==> config.mk <==
export PLATFORM = sky130hd
export DESIGN_NAME = fetch_unit_flat
export DESIGN_NICKNAME = d
export VERILOG_FILES = /design/src/rtl/fetch_pkg.sv /design/src/rtl/fetch_if.sv /design/src/rtl/fetch_skid_buf.sv /design/src/rtl/fetch_unit.sv /design/src/flat_wrapper.sv
export SDC_FILE = /design/constraint.sdc
export NUM_CORES = 1
export LEC_CHECK = 0
export ABC_AREA = 1
export BUFFER_PORTS_ARGS = -buffer_cell sky130_fd_sc_hd__buf_4
export CAP_MARGIN = 15
export CORE_MARGIN = 2
export CORE_UTILIZATION = 35
export CTS_CLUSTER_SIZE = 25
export DETAILED_ROUTE_END_ITERATION = 12
export GPL_ROUTABILITY_DRIVEN = 0
export PLACE_DENSITY = 0.56
export SLEW_MARGIN = 10
export SYNTH_ARGS = -nofsm -noshare
export SYNTH_HDL_FRONTEND = slang
export SYNTH_SLANG_ARGS = --single-unit
export TNS_END_PERCENT = 50
==> constraint.sdc <==
create_clock -name clk -period 2.45 [get_ports clk]
set_input_delay 0.245 -clock clk [delete_from_list [all_inputs] [get_ports clk]]
set_output_delay 0.245 -clock clk [all_outputs]
set_load 0.02 [all_outputs]
==> src/rtl/fetch_pkg.sv <==
// Shared widths, reset defaults and the packet type for the fetch front end.
package fetch_pkg;

  localparam int XLEN = 32;
  localparam logic [XLEN-1:0] RESET_PC_DEFAULT = 32'h0000_0000;
  localparam logic [XLEN-1:0] PC_STEP = 32'd4;

  typedef struct packed {
    logic [XLEN-1:0] instr;
    logic [XLEN-1:0] pc;
  } fetch_pkt_t;

endpackage

==> src/rtl/fetch_if.sv <==
// Valid/ready channel carrying fetched instructions from fetch to decode.
interface fetch_if;
  import fetch_pkg::*;

  logic            valid;
  logic            ready;
  logic [XLEN-1:0] instr;
  logic [XLEN-1:0] pc;

  modport master (output valid, output instr, output pc, input ready);
  modport slave  (input valid, input instr, input pc, output ready);

endinterface

==> src/rtl/fetch_skid_buf.sv <==
// Output slot plus one-entry skid slot; keeps returning words in order while
// decode stalls, and drops everything on a flush.
module fetch_skid_buf
  import fetch_pkg::*;
#(
  parameter logic [XLEN-1:0] RESET_PC = RESET_PC_DEFAULT
) (
  input  logic       clk,
  input  logic       reset_n,
  input  logic       flush,
  input  logic       push,
  input  fetch_pkt_t pkt_in,
  input  logic       out_ready,
  output logic       out_valid,
  output fetch_pkt_t out_pkt,
  output logic       skid_valid
);

  fetch_pkt_t skid_pkt;
  logic       consume;

  // Decode takes the output word when both sides agree this cycle.
  always_comb begin
    consume = out_valid & out_ready;
  end

  // Refill the output from the skid first, then from the returning word; a
  // word that cannot reach the output parks in the skid.
  always_ff @(posedge clk or negedge reset_n) begin
    if (!reset_n) begin
      out_valid      <= 1'b0;
      out_pkt.instr  <= '0;
      out_pkt.pc     <= RESET_PC;
      skid_valid     <= 1'b0;
      skid_pkt.instr <= '0;
      skid_pkt.pc    <= RESET_PC;
    end else if (flush) begin
      out_valid  <= 1'b0;
      skid_valid <= 1'b0;
    end else if (consume || !out_valid) begin
      if (skid_valid) begin
        out_pkt    <= skid_pkt;
        out_valid  <= 1'b1;
        skid_valid <= push;
        if (push) begin
          skid_pkt <= pkt_in;
        end
      end else if (push) begin
        out_pkt   <= pkt_in;
        out_valid <= 1'b1;
      end else begin
        out_valid <= 1'b0;
      end
    end else if (push) begin
      skid_pkt   <= pkt_in;
      skid_valid <= 1'b1;
    end
  end

endmodule

==> src/rtl/fetch_unit.sv <==
// Instruction fetch front end: owns the PC, issues word addresses to a
// 1-cycle synchronous memory and hands instructions to decode.
module fetch_unit
  import fetch_pkg::*;
#(
  parameter logic [XLEN-1:0] RESET_PC = RESET_PC_DEFAULT
) (
  input  logic            clk,
  input  logic            reset_n,
  input  logic            fetch_en,
  output logic [XLEN-1:0] imem_addr,
  output logic            imem_rst,
  input  logic [XLEN-1:0] imem_instr,
  input  logic            redirect_valid,
  input  logic [XLEN-1:0] redirect_pc,
  fetch_if.master         dec
);

  logic [XLEN-1:0] pc;
  logic [XLEN-1:0] inflight_pc;
  logic            inflight;
  logic            out_valid;
  logic            skid_valid;
  logic            consume;
  logic [1:0]      occ;
  logic [1:0]      occ_after;
  logic            issue;
  logic            push_ret;
  fetch_pkt_t      ret_pkt;
  fetch_pkt_t      out_pkt;

  // Issue only when the word it returns is guaranteed a free slot, which
  // also means a return never lands on a full skid.
  always_comb begin
    consume   = out_valid & dec.ready;
    occ       = {1'b0, out_valid} + {1'b0, skid_valid} + {1'b0, inflight};
    occ_after = occ - {1'b0, consume};
    issue     = fetch_en & ~redirect_valid & (occ_after < 2'd2);
    push_ret  = inflight & ~redirect_valid;
    ret_pkt.instr = imem_instr;
    ret_pkt.pc    = inflight_pc;
    imem_addr = {2'b00, pc[XLEN-1:2]};
    imem_rst  = ~reset_n;
  end

  // PC and in-flight tracking; a redirect wins and drops the pending read.
  always_ff @(posedge clk or negedge reset_n) begin
    if (!reset_n) begin
      pc          <= RESET_PC;
      inflight    <= 1'b0;
      inflight_pc <= RESET_PC;
    end else if (redirect_valid) begin
      pc       <= redirect_pc & ~XLEN'(3);
      inflight <= 1'b0;
    end else if (issue) begin
      pc          <= pc + PC_STEP;
      inflight    <= 1'b1;
      inflight_pc <= pc;
    end else begin
      inflight <= 1'b0;
    end
  end

  fetch_skid_buf #(.RESET_PC(RESET_PC)) u_skid (
    .clk        (clk),
    .reset_n    (reset_n),
    .flush      (redirect_valid),
    .push       (push_ret),
    .pkt_in     (ret_pkt),
    .out_ready  (dec.ready),
    .out_valid  (out_valid),
    .out_pkt    (out_pkt),
    .skid_valid (skid_valid)
  );

  // Present the output slot on the decode channel.
  always_comb begin
    dec.valid = out_valid;
    dec.instr = out_pkt.instr;
    dec.pc    = out_pkt.pc;
  end

endmodule

==> src/flat_wrapper.sv <==
// flat-port wrapper written by rule: the top's interface ports become plain ports
module fetch_unit_flat import fetch_pkg::*;
#(
  parameter logic [XLEN-1:0] RESET_PC = RESET_PC_DEFAULT
)
  (clk, reset_n, fetch_en, imem_addr, imem_rst, imem_instr, redirect_valid, redirect_pc, dec_valid, dec_instr, dec_pc, dec_ready);
  fetch_if dec_i ();
  input  logic clk;
  input  logic reset_n;
  input  logic fetch_en;
  output logic [XLEN-1:0] imem_addr;
  output logic imem_rst;
  input  logic [XLEN-1:0] imem_instr;
  input  logic redirect_valid;
  input  logic [XLEN-1:0] redirect_pc;
  output wire logic [$bits(dec_i.valid)-1:0] dec_valid;
  output wire logic [$bits(dec_i.instr)-1:0] dec_instr;
  output wire logic [$bits(dec_i.pc)-1:0] dec_pc;
  input wire logic [$bits(dec_i.ready)-1:0] dec_ready;
  assign dec_valid = dec_i.valid;
  assign dec_instr = dec_i.instr;
  assign dec_pc = dec_i.pc;
  assign dec_i.ready = dec_ready;
  fetch_unit #(.RESET_PC(RESET_PC)) u_core (.clk(clk), .reset_n(reset_n), .fetch_en(fetch_en), .imem_addr(imem_addr), .imem_rst(imem_rst), .imem_instr(imem_instr), .redirect_valid(redirect_valid), .redirect_pc(redirect_pc), .dec(dec_i));
endmodule
==> impl_metrics.csv <==
group,metric,value,unit
pwr,switching_share,31.6,%
route,wl_per_cell,13.2,µm
critical_path,cp_max_fo,36,
timing,skew,8.23,ps
pwr,p_total,0.00921,W
logic_synthesis,synth_area_per_cell,8.04,µm²
placement,dp_hpwl,14600,µm
final_layout,nNetsFinal,1313,
timing,drv_slew,0,
clock_network,clock_path_buffers,2,
pwr,ir_drop,0.000391,V
global_routing,track_usage,16.3,%
clock_network,clkSlewWorstSetupHoldPaths,70,ps
clock_network,numCtsBuffers,17,
final_layout,drive_above_1_share,18.3,%
die,core-area,25000,µm²
logic_synthesis,ys_ff_latch,187,
die,start_util,35.5,%
run_status,status,"complete, no violations",
timing,fin_crit,2110,ps
route,vias_per_cell,4.58,
clock_network,clkLatencyLatePin,420,ps
placement,dp_slack,339,ps
clock_network,cts_num_sinks,187,
global_routing,antenna_found_initial,0,
critical_path,crit_type,"reg -> reg",
route,vias,7248,
route,drcViolationCount,0,
timing,worst_slew_pin_slew,1090,ps
route,postRouteAntennaNets,0,
logic_synthesis,yosys_warnings,0,
critical_path,critPathArrivalTime,2470,ps
timing,setup_slack,338,ps
logic_synthesis,netlist_area,8880,µm²
final_layout,final_area,10900,µm²
logic_synthesis,ys_seq_area_share,52.7,%
pwr,p_int,0.00630,W
global_routing,gr-total-overflow,0,
route,dr.first_iter.drc_count,597,
final_layout,final_cell_mix,"361 x nand2_1, 188 x o21ai_0, 187 x dfrtp_1, 167 x buf_4, 120 x inv_1",
timing,hold_viol,0,
placement,port-buffer-count,160,
pwr,p_per_area,844,nW/µm²
die,die_area,26700,µm²
clock_network,cts_htree_levels,4,
timing,rsz0062_at_grt,"no",
clock_network,cts_tree,"done",
pwr,combPwrFrac,24.3,%
final_layout,fillCellCount,2567,
global_routing,grt_max_degree,126,
placement,place_area,10300,µm²
timing,fin_tns_setup,0,ps
clock_network,root_buffer,"clkbuf_16",
timing,setup_viol,0,
logic_synthesis,synthCells,1104,
timing,post-route-period-util,86.2,%
pwr,p_seq_share,45.4,%
pwr,p_switching,0.00291,W
critical_path,cp-end-kind,"flip-flop",
global_routing,grt_pass1_wl,35000,µm
final_layout,area_growth,22.9,%
die,die_y,163,µm
clock_network,cts_resized,0,
timing,max-slew-margin-rel,27.4,%
global_routing,grt_pass1_vias,6809,
critical_path,worstSetupStartpointType,"flip-flop",
die,pin_count,167,
pwr,p_clk_share,30.4,%
flow_run,maxCapViolCount,0,
critical_path,required,2810,ps
die,num_rows,58,
timing,max_freq,473,MHz
final_layout,n_antenna_cell,0,
final_layout,final_common_cell,"nand2_1",
worst_hold_path,hold_class,"in -> reg",
route,wl,20900,µm
route,dr.pass1.iters,5,
die,fp.dieW,163,µm
pwr,p_leak,5.63,nW
logic_synthesis,synth_cell_type_count,27,
## routing by layer
layer	global-route usage (%)	share of wire, %
met4	4.42	0.93
met3	2.84	4.9
met2	24.1	42
met1	24.7	52
met5	0	0
## power groups by stage
stage	Sequential (W)	Combinational (W)	Clock, W
4_1_cts	0.00418	0.00228	0.00290
6_report	0.00418	0.00224	0.00280
5_1_grt	0.00427	0.00253	0.00304
2_1_floorplan	0.00455	0.000912	0
3_3_place_gp	0.00422	0.00223	0
3_5_place_dp	0.00424	0.00227	0
## path summary, 6_finish.rpt
| check | endpoint | cells after the start | slack [ps] | startpoint |
|---|---|---|---|---|
| hold reg to reg | u_core.u_skid.skid_pkt[13] | 2 | 480 | u_core.u_skid.skid_pkt[13] |
| max in group asynchronous | u_core.u_skid.skid_pkt[23] | 3 | 1530 | reset_n |
| setup / recovery | u_core.pc[31] | 13 | 340 | u_core.u_skid.out_valid |
| setup reg to reg | u_core.pc[31] | 13 | 340 | u_core.u_skid.out_valid |
| hold / removal | u_core.pc[9] | 3 | 40 | redirect_pc[9] |
| min in group asynchronous | u_core.u_skid.out_pkt[61] | 2 | 240 | reset_n |
## final cells by class
type                    instances  area, µm²  share of cell area (%)
repair buffers                176       1420                    13.0
multi-input cells             736       3340                    30.6
well taps                     330        413                    3.78
clock inverters                11        145                    1.33
clock buffers                  21        450                    4.13
flip-flops and latches        187       4680                    42.9
inverters                     123        465                    4.26
## sequential cells by signal (all words and copies together) (netlist names)
signal,flops
u_core.u_skid.skid_pkt,62
u_core.u_skid.out_valid,1
u_core.u_skid.out_pkt,62
u_core.inflight_pc,30
u_core.inflight,1
u_core.u_skid.skid_valid,1
u_core.pc,30
## through the flow
| step | util, % | hold slack (ps) | cells |
|---|---|---|---|
| 2_1_floorplan | - | -50.6 | 1107 |
| 6_report | 43.6 | 38.9 | 1584 |
| 3_3_place_gp | 41.2 | 124 | 1551 |
| 3_5_place_dp | 41.2 | 124 | 1551 |
| 4_1_cts | 43.6 | 14.2 | 1584 |
| 5_1_grt | 43.6 | 29.8 | 1584 |
## Yosys cell counts
cell type,count,area share [%]
nand2_1,361,15
o21ai_0,188,11
dfrtp_1,187,53
inv_1,120,5.1
nand3_1,74,4.2
o21ai_1,40,2.3
nor2_1,32,1.4
clkbuf_1,21,0.89
buf_6,18,2.3
buf_2,13,0.73
nor2_4,8,1.0
buf_4,7,0.59
o211ai_1,6,0.51
nand2_2,5,0.35
nor2_2,4,0.28
and2_1,3,0.21
ha_1,3,0.42
nand2_4,3,0.38
inv_2,2,0.085
xor2_1,2,0.20
buf_1,1,0.042
clkbuf_2,1,0.056
conb_1,1,0.042
inv_4,1,0.071
nand3_2,1,0.11
o211ai_4,1,0.24
or2_2,1,0.071
## timing repair
action                                 4_1_cts  5_1_grt
setup buffers                                0        0
hold buffers                                 1        0
endpoints found under the hold margin       34        0
setup endpoints to repair                    0        0
## cells by family after synthesis
logic type / after synthesis / synth area share (%)
compound gates: 235 / 13.6
fa+ha+maj: 3 / 0.423
buf+inv: 184 / 9.82
xor+xnor: 2 / 0.197
flops: 187 / 52.7
other cells: 1 / 0.0422
simple gates: 492 / 23.2
## critical path, cell delays in order, from the launching register on
cell	delay, ps
dfrtp_1	420
nand2_1	80
inv_1	40
ha_1	260
inv_1	40
ha_1	260
nand2_1	80
nand3_1	80
nand3_2	170
buf_4	350
nand3_1	110
nand2_1	80
inv_1	40
nand2_1	50
No activity file was read; power rests on OpenSTA's default activity.
